`src/rtl/cam_capture_ctrl_pkg.sv`:
```
// Shared types and constants for the camera capture path.
package cam_capture_ctrl_pkg;

    // Default camera geometry (VGA).
    localparam int DEF_H_ACTIVE = 640;
    localparam int DEF_V_ACTIVE = 480;

    // Input byte formats selected by the fmt pin.
    localparam logic FMT_RGB444 = 1'b0;
    localparam logic FMT_RGB565 = 1'b1;

    // Capture FSM states; the encoding is visible on state_dbg.
    typedef enum logic [2:0] {
        ST_IDLE      = 3'd0,
        ST_WAIT_VS   = 3'd1,
        ST_WAIT_HREF = 3'd2,
        ST_BYTE1     = 3'd3,
        ST_BYTE0     = 3'd4,
        ST_LINE_END  = 3'd5,
        ST_DONE      = 3'd6
    } cap_state_t;

endpackage

```
`src/rtl/cam_pix_pack.sv`:
```
// Combinational packer: two camera bytes plus format -> RGB444 pixel word.
module cam_pix_pack
    import cam_capture_ctrl_pkg::*;
#(
    parameter int DWIDTH = 12
) (
    input  logic [7:0]        byte0,
    input  logic [7:0]        byte1,
    input  logic              fmt,
    output logic [DWIDTH-1:0] pix
);

    logic [11:0] rgb444;

    // RGB565 keeps the top four bits of each colour channel; RGB444 is taken as-is.
    always_comb begin
        rgb444 = {byte0[3:0], byte1};
        case (fmt)
            FMT_RGB444: rgb444 = {byte0[3:0], byte1};
            FMT_RGB565: rgb444 = {byte0[7:4], byte0[2:0], byte1[7], byte1[4:1]};
            default:    rgb444 = {byte0[3:0], byte1};
        endcase
    end

    assign pix = DWIDTH'(rgb444);

endmodule

```
`src/rtl/cam_capture_ctrl.sv`:
```
// Camera write path: assembles byte pairs into pixels, generates linear
// frame-buffer addresses, detects line/frame errors and counts frames.
//
// Handshake: byte_en is a valid-only strobe. din and href are consumed in
// the cycle byte_en is high; there is no ready, the block always accepts.
// wen is likewise a valid-only write strobe qualifying waddr/wdata for one
// cycle; the frame buffer must accept every write.
module cam_capture_ctrl
    import cam_capture_ctrl_pkg::*;
#(
    parameter int H_ACTIVE = DEF_H_ACTIVE,
    parameter int V_ACTIVE = DEF_V_ACTIVE,
    parameter int DWIDTH   = 12,
    parameter int AWIDTH   = 19,
    parameter int FCNT_W   = 8
) (
    input  logic              sys_clk,
    input  logic              rst,
    input  logic              byte_en,
    input  logic              vsync,
    input  logic              href,
    input  logic [7:0]        din,
    input  logic              fmt,
    input  logic              decim_en,
    input  logic              arm,
    input  logic              cont,
    output logic              wen,
    output logic [AWIDTH-1:0] waddr,
    output logic [DWIDTH-1:0] wdata,
    output logic              frame_start,
    output logic              frame_done,
    output logic              err_line,
    output logic              err_frame,
    output logic              busy,
    output logic [FCNT_W-1:0] frame_cnt,
    output logic [2:0]        state_dbg
);

    localparam int COL_W = (H_ACTIVE > 1) ? $clog2(H_ACTIVE) : 1;
    localparam int ROW_W = $clog2(V_ACTIVE + 1);
    localparam logic [COL_W-1:0]  COL_LAST  = COL_W'(H_ACTIVE - 1);
    localparam logic [ROW_W-1:0]  ROW_LAST  = ROW_W'(V_ACTIVE - 1);
    localparam logic [ROW_W-1:0]  ROW_END   = ROW_W'(V_ACTIVE);
    localparam logic [AWIDTH-1:0] STEP_FULL = AWIDTH'(H_ACTIVE);
    localparam logic [AWIDTH-1:0] STEP_HALF = AWIDTH'(H_ACTIVE / 2);

    cap_state_t        state, state_n;
    logic              vs_q, vs_rise, vs_fall;
    logic [ROW_W-1:0]  row, row_n;
    logic [COL_W-1:0]  col, col_n;
    logic [AWIDTH-1:0] line_base, line_base_n, base_step, col_addr;
    logic              fmt_q, fmt_n, decim_q, decim_n;
    logic              long_seen, long_seen_n;
    logic [7:0]        byte0_q, byte0_n;
    logic [DWIDTH-1:0] pix;
    logic              wen_n;
    logic [AWIDTH-1:0] waddr_n;
    logic [DWIDTH-1:0] wdata_n;
    logic              frame_start_n, frame_done_n, err_line_n, err_frame_n;
    logic [FCNT_W-1:0] frame_cnt_n;

    assign vs_rise   = vsync & ~vs_q;
    assign vs_fall   = ~vsync & vs_q;
    assign state_dbg = state;

    // When decimating only even rows consume buffer space, so odd rows leave the base alone.
    assign base_step = decim_q ? (row[0] ? '0 : STEP_HALF) : STEP_FULL;
    assign col_addr  = decim_q ? AWIDTH'(col >> 1) : AWIDTH'(col);

    cam_pix_pack #(.DWIDTH(DWIDTH)) u_pix_pack (
        .byte0 (byte0_q),
        .byte1 (din),
        .fmt   (fmt_q),
        .pix   (pix)
    );

    // Next-state, counter and registered-output computation for the capture FSM.
    always_comb begin
        state_n       = state;
        row_n         = row;
        col_n         = col;
        line_base_n   = line_base;
        fmt_n         = fmt_q;
        decim_n       = decim_q;
        byte0_n       = byte0_q;
        long_seen_n   = long_seen;
        wen_n         = 1'b0;
        waddr_n       = waddr;
        wdata_n       = wdata;
        frame_start_n = 1'b0;
        frame_done_n  = 1'b0;
        err_line_n    = 1'b0;
        err_frame_n   = 1'b0;
        frame_cnt_n   = frame_cnt;

        case (state)
            ST_IDLE: begin
                if (arm) state_n = ST_WAIT_VS;
            end
            ST_WAIT_VS: begin
                if (vs_fall) begin
                    fmt_n         = fmt;
                    decim_n       = decim_en;
                    row_n         = '0;
                    col_n         = '0;
                    line_base_n   = '0;
                    long_seen_n   = 1'b0;
                    frame_start_n = 1'b1;
                    state_n       = ST_WAIT_HREF;
                end
            end
            ST_WAIT_HREF, ST_BYTE0: begin
                if (vs_rise) begin
                    err_frame_n = 1'b1;
                    state_n     = ST_WAIT_VS;
                end else if (state == ST_WAIT_HREF && row == ROW_END) begin
                    state_n = ST_DONE;
                end else if (byte_en) begin
                    if (href) begin
                        byte0_n = din;
                        state_n = ST_BYTE1;
                    end else if (state == ST_BYTE0) begin
                        err_line_n  = 1'b1;
                        row_n       = row + 1'b1;
                        col_n       = '0;
                        line_base_n = line_base + base_step;
                        state_n     = ST_WAIT_HREF;
                    end
                end
            end
            ST_BYTE1: begin
                if (vs_rise) begin
                    err_frame_n = 1'b1;
                    state_n     = ST_WAIT_VS;
                end else if (byte_en) begin
                    if (href) begin
                        wen_n   = ~decim_q | (~col[0] & ~row[0]);
                        waddr_n = line_base + col_addr;
                        wdata_n = pix;
                        if (col < COL_LAST) begin
                            col_n   = col + 1'b1;
                            state_n = ST_BYTE0;
                        end else begin
                            row_n       = row + 1'b1;
                            col_n       = '0;
                            line_base_n = line_base + base_step;
                            long_seen_n = 1'b0;
                            // The last line finishes straight away so frame_done follows the final write.
                            state_n     = (row == ROW_LAST) ? ST_DONE : ST_LINE_END;
                        end
                    end else begin
                        err_line_n  = 1'b1;
                        row_n       = row + 1'b1;
                        col_n       = '0;
                        line_base_n = line_base + base_step;
                        state_n     = ST_WAIT_HREF;
                    end
                end
            end
            ST_LINE_END: begin
                if (vs_rise) begin
                    err_frame_n = 1'b1;
                    state_n     = ST_WAIT_VS;
                end else if (byte_en) begin
                    if (href) begin
                        err_line_n  = ~long_seen;
                        long_seen_n = 1'b1;
                    end else begin
                        state_n = ST_WAIT_HREF;
                    end
                end
            end
            ST_DONE: begin
                frame_done_n = 1'b1;
                frame_cnt_n  = frame_cnt + 1'b1;
                state_n      = cont ? ST_WAIT_VS : ST_IDLE;
            end
            default: state_n = ST_IDLE;
        endcase
    end

    // State, counters and all outputs are registered; reset clears everything.
    always_ff @(posedge sys_clk) begin
        if (!rst) begin
            state       <= ST_IDLE;
            vs_q        <= 1'b0;
            row         <= '0;
            col         <= '0;
            line_base   <= '0;
            fmt_q       <= 1'b0;
            decim_q     <= 1'b0;
            long_seen   <= 1'b0;
            byte0_q     <= '0;
            wen         <= 1'b0;
            waddr       <= '0;
            wdata       <= '0;
            frame_start <= 1'b0;
            frame_done  <= 1'b0;
            err_line    <= 1'b0;
            err_frame   <= 1'b0;
            busy        <= 1'b0;
            frame_cnt   <= '0;
        end else begin
            state       <= state_n;
            vs_q        <= vsync;
            row         <= row_n;
            col         <= col_n;
            line_base   <= line_base_n;
            fmt_q       <= fmt_n;
            decim_q     <= decim_n;
            long_seen   <= long_seen_n;
            byte0_q     <= byte0_n;
            wen         <= wen_n;
            waddr       <= waddr_n;
            wdata       <= wdata_n;
            frame_start <= frame_start_n;
            frame_done  <= frame_done_n;
            err_line    <= err_line_n;
            err_frame   <= err_frame_n;
            busy        <= (state_n != ST_IDLE);
            frame_cnt   <= frame_cnt_n;
        end
    end

endmodule

```
`config.mk`:
```
export PLATFORM = sky130hd
export DESIGN_NAME = cam_capture_ctrl
export DESIGN_NICKNAME = d
export VERILOG_FILES = /design/src/rtl/cam_capture_ctrl_pkg.sv /design/src/rtl/cam_pix_pack.sv /design/src/rtl/cam_capture_ctrl.sv
export SDC_FILE = /design/constraint.sdc
export NUM_CORES = 1
export LEC_CHECK = 0
export ABC_CLOCK_PERIOD_IN_PS = 6600
export BUFFER_PORTS_ARGS = -buffer_cell sky130_fd_sc_hd__buf_4
export CAP_MARGIN = 40
export CELL_PAD_IN_SITES_DETAIL_PLACEMENT = 1
export CELL_PAD_IN_SITES_GLOBAL_PLACEMENT = 1
export CORE_MARGIN = 10
export CORE_UTILIZATION = 39
export CTS_CLUSTER_SIZE = 28
export DETAILED_ROUTE_END_ITERATION = 6
export GPL_ROUTABILITY_DRIVEN = 0
export GPL_TIMING_DRIVEN = 0
export PLACE_DENSITY_LB_ADDON = 0.1
export REMOVE_ABC_BUFFERS = 1
export SYNTH_ARGS = -nofsm -noshare
export SYNTH_HDL_FRONTEND = slang
export SYNTH_SLANG_ARGS = --single-unit
```
`constraint.sdc`:
```
create_clock -name sys_clk -period 6.6 [get_ports sys_clk]
set_input_delay 0 -clock sys_clk [delete_from_list [all_inputs] [get_ports sys_clk]]
set_output_delay 0 -clock sys_clk [all_outputs]
set_load 0.01 [all_outputs]
```
# Yosys cells after proc, flatten, opt, wreduce, memory -nomap -nowiden
# Cells that the tools add are included.
# op_classes
n_addsub	5
n_mux	78
n_eq_ne	22
magnitude_cmp	1
n_shift	0
mul	0
n_div	0
n_bitwise	17
reduce_logical	16
# op_table
op	n
$mux 19	10
$mux 10	12
$mux 9	11
$pmux 19 s3	1
$mux 3	13
$add 19x10->19	2
$pmux 10 s3	1
$pmux 9 s3	1
$ne 2x2->1 const B	13
$pmux 12 s2	1
$mux 1	23
$eq 9x9->1 const B	2
$pmux 3 s6	1
$reduce_and 9->1	2
$not 1->1	13
$add 10x1->10 const B	1
$lt 10x10->1 const B	1
$reduce_and 10->1	1
$add 9x1->9 const B	1
$eq 3x3->1 const B	3
$reduce_bool 3->1	3
$add 8x1->8 const B	1
$eq 3x2->1 const B	2
$pmux 1 s3	2
13 further kinds	18
# word_totals
out_inout_bits	48
regBits	98
ramBits	0
romBits	0
word_cells	157
mem_count	0
latchBits	0

# Depth between registers and ports, before layout
# depth
word_depth	9
ltp_mapped	12

# By module
# From an unflattened synthesis, not the netlist that was laid out.
# unflattened
hier_cells	565
hier_area_um2	5043.6
# by_module_without_submodules
mod	instances	area_per_inst_um2	cells_per_inst	seq_area_each_um2
cam_capture_ctrl	1	4859.7	552	1841.8
cam_pix_pack	1	183.9	13	0.0

# Worst setup path before layout
# Ideal clock, no wire load.
# synth_path
path_kind	flip-flop to flip-flop
start	register decim_q
end	register waddr[10]
n_path_buf	2
arrival_ns	2.610
period_less_slack_ns	2.732
setup_time_ns	0.122
required_time_ns	6.478
path_stages_with_launch	10
slack_ns	3.868
path_cell_list	dfxtp_1 clkbuf_1 clkbuf_1 mux2_2 ha_1 a211oi_1 o21bai_1 nor2_1 nor4_1 a311o_1
# synth_via
elab_chain_len	2
# synth_lines
item	line	text
start, declared	cam_capture_ctrl.sv:52	logic fmt_q, fmt_n, decim_q, decim_n;
start signal, assigned	cam_capture_ctrl.sv:210	decim_q <= decim_n;
$mux 10	cam_capture_ctrl.sv:68	assign col_addr = decim_q ? AWIDTH'(col >> 1) : AWIDTH'(col);
$add 19x10->19	cam_capture_ctrl.sv:138	waddr_n = line_base + col_addr;
end signal, assigned	cam_capture_ctrl.sv:214	waddr <= waddr_n;
end, declared	cam_capture_ctrl.sv:28	output logic [AWIDTH-1:0] waddr,
# No other way between the ends.
# A chain may end at the register's enable or synchronous reset.

# Worst setup path after layout
# layout_path
start	register decim_q
end	register line_base[13]
# layout_via
elab_chain_len	8
word_cells_on_any_way	12
cone_classes	add/sub (1); mux (11)
# layout_lines
item	line	text
$mux 10 *	cam_capture_ctrl.sv:67	assign base_step = decim_q ? (row[0] ? '0 : STEP_HALF) : STEP_FULL;
$add 19x10->19 *	cam_capture_ctrl.sv:126, cam_capture_ctrl.sv:146, cam_capture_ctrl.sv:155	
$mux 19	cam_capture_ctrl.sv:122	end else if (state == ST_BYTE0) begin
$mux 19	cam_capture_ctrl.sv:119	if (href) begin
$mux 19	cam_capture_ctrl.sv:118	end else if (byte_en) begin
$mux 19	cam_capture_ctrl.sv:116	end else if (state == ST_WAIT_HREF && row == ROW_END) begin
$mux 19	cam_capture_ctrl.sv:113	if (vs_rise) begin
$pmux 19 s3 *	cam_capture_ctrl.sv:96	case (state)
end signal, assigned	cam_capture_ctrl.sv:208	line_base <= line_base_n;
end, declared	cam_capture_ctrl.sv:51	logic [AWIDTH-1:0] line_base, line_base_n, base_step, col_addr;
# Mark *: on every way between the ends. The rest lies on a longest branch, timed or not. The select of a mux whose other input is x is not followed.

==> flow_summary.yaml <==
finish:
  drive_gt1_share_pct: 17.1
  syn_to_final_growth_pct: 20.5
  antenna_cells: 0
  post-route-util_pct: 47.7
  seq_area_um2: 1840
  multi_input_area_um2: 2690
  nNetsFinal: 634
  fill_cells: 1420
critical_path:
  crit_path_max_fanout: 15
  regToRegStartpoint: "decim_q"
  r2r_cells: 8
  ff2ff_setup_slack_ns: 3.48
  worstPathArrival_ns: 3.40
  endpoint: "line_base[13]"
  end_kind: "flip-flop"
  path_class: "reg2reg"
  start_kind: "flip-flop"
  r2r_end: "line_base[13]"
  crit_required_ns: 6.88
  crit_start: "decim_q"
clock_tree:
  path_clk_slew_ns: 0.07
  clock_sinks: 92
  cts.repair.resized: 0
  clockRootBuffer: "clkbuf_16"
  htreeDepth: 3
  clk_latency_ns: 0.35
  cts_tree: "built"
  clock_path_buffers: 2
  cts_hold_buf: 12
  post_cts_buffers: 0
  cts_buffers: 9
yosys:
  synth_area_leader_cell: "dfxtp_1"
  ys_seq_area_share_pct: 38.9
  syn_area_per_cell_um2: 8.61
  netlist_top_cells_count: "dfxtp_1 (92), nor2_1 (57), a21oi_1 (37), nand2_1 (37), mux2i_1 (31)"
  synthArstFlopShare_pct: 0
  synth.most_common_cell: "dfxtp_1"
  synth_warnings: 0
  synthTopCellsByArea: "dfxtp_1 (39%), mux2i_1 (6.6%), nor2_1 (4.5%), a21oi_1 (3.9%), ha_1 (3.4%)"
  netlist_area_um2: 4740
  yosys_register_bits: 92
  synthCells: 550
  synth_cell_type_count: 67
  synthDominantCellAreaShare_pct: 38.9
  ys.flop_type: "dfxtp_1"
  synth-edff-count: 0
placement:
  port_buffers: 64
  dp_hpwl_um: 9690
timing:
  max_slew_margin_pct: 39.4
  post-route-period-util_pct: 47.3
  slew_violations: 0
  worst_pin_slew_ns: 0.906
  skew_ns: 0.0103
  hold_viol_final: 0
  rsz0062_at_grt: "no"
  post-route-min-period_ns: 3.12
  final-setup-viol-count: 0
  fmax_mhz: 321
  tns_ns: 0
drt:
  vias: 4276
  ant_nets: 0
  vias_per_cell: 5.66
  drc: 0
  first_pass_iters: 4
  drt_iter0_drc: 200
  wl_per_cell_um: 17.7
  wirelength_um: 13300
worst_hold_path:
  hold_class: "in2reg"
floorplanning:
  die_area_um2: 17000
  core_um2: 12000
  initial_core_util_pct: 39.6
  boundaryPins: 65
  die_h_um: 130
  die_x_um: 130
  rows: 40
global_route:
  grt_pass1_vias: 4149
  grt_pass1_wl_um: 21300
  track_usage_pct: 15.7
  grt_start_max_net_pins: 44
  overflow: 0
  antenna_found_initial: 0
power_and_ir_drop:
  p_leak_nw: 2.11
  peakVddDrop_uv: 85.1
  powerDensity_nw_per_um2: 201
outcome:
  status: "complete, no violations"
run:
  max-cap-violations: 0
worst min path at each step:
stage | from | endpoint | slack (ns) | cells after the start
after global placement | decim_en | decim_q | 0.24 | 3
after global routing | href | state_dbg[0] | 0.03 | 3
final | href | state_dbg[0] | 0.02 | 3
after CTS | href | state_dbg[0] | 0.007 | 3
after detailed placement | decim_en | decim_q | 0.24 | 3
after floorplan | rst | frame_done | 0.12 | 1
per-stage QoR:
| stage | hold WS (ns) | power (mW) | setup slack [ns] | std cells | instance area (um^2) |
|---|---|---|---|---|---|
| 3_3_place_gp | 0.236 | 0.658 | 2.47 | 723 | 5230 |
| 6_report | 0.0195 | 1.15 | 3.48 | 755 | 5710 |
| 2_1_floorplan | 0.122 | 0.624 | 3.58 | 512 | 4570 |
| 3_5_place_dp | 0.244 | 0.662 | 3.47 | 727 | 5310 |
| 5_1_grt | 0.0265 | 1.19 | 3.18 | 755 | 5710 |
| 4_1_cts | 0.00700 | 1.16 | 3.47 | 755 | 5710 |
state kept, by name, indices dropped and copies added, names as in the netlist, 3 cells and up:
signal / count
byte0_q: 8
col: 10
frame_cnt: 8
line_base: 13
row: 9
state_dbg: 3
waddr: 19
wdata: 12
power breakdown:
| group | internal (mW) | total (mW) | leakage (nW) | switching (mW) |
|---|---|---|---|---|
| Combinational | 0.0341 | 0.0857 | 1.24 | 0.0517 |
| Sequential | 0.559 | 0.570 | 0.742 | 0.0104 |
| Clock | 0.266 | 0.492 | 0.128 | 0.226 |
| Total | 0.860 | 1.15 | 2.11 | 0.288 |
cell families after synthesis:
logic type,share of synthesized area [%]
buf+inv,4.54
fa+ha+maj,3.86
flops,38.9
other cells,0.0792
xor+xnor,3.70
compound gates,17.8
simple gates,23.4
mux,7.74
metal layers:
layer | vias to the layer above | share of wire [%] | global-route usage [%]
met5 | - | 0 | 0
met4 | 0 | 1.5 | 6.08
met3 | 18 | 4.6 | 3.16
met2 | 79 | 46 | 24.8
met1 | 2055 | 48 | 20.4
li1 | 2124 | - | -
cell usage in the layout (no fill, tap or decap), types with 2 or more instances in the layout:
cell	n
a211oi_1	21
a21oi_1	37
a2bb2oi_1	2
a31oi_1	9
and2_1	4
and3_1	6
and4_1	4
buf_4	65
clkbuf_16	9
clkinvlp_4	3
dfxtp_1	92
dlygate4sd3_1	12
ha_1	13
inv_1	11
mux2_2	5
mux2i_1	31
nand2_1	37
nand2b_1	2
nand3_1	22
nand3b_1	3
nand4_1	13
nand4b_1	4
nor2_1	57
nor2b_1	3
nor3_1	8
nor4_1	3
o21ai_0	27
o21bai_1	4
o311ai_0	3
o31ai_1	11
o41ai_1	3
or2_2	4
or2b_2	2
or3_1	9
or4_1	10
or4_4	2
xnor2_1	8
xor2_1	12
layout make-up:
type,count,share of cell area [%]
Timing Repair Buffer,80,11.8
Tap cell,147,3.22
Inverter,12,0.789
Sequential cell,92,32.3
Clock inverter,5,0.636
Multi-Input combinational cell,408,47.1
Clock buffer,11,4.25
critical path: stages (launching register included):
cell,delay (ns)
dfxtp_1,0.79
inv_1,0.27
nor2_1,0.24
ha_1,0.23
a21oi_1,0.11
o21ai_0,0.60
nand4_1,0.22
or4_1,0.43
a21oi_1,0.15
(Power assumes the default switching activity.)
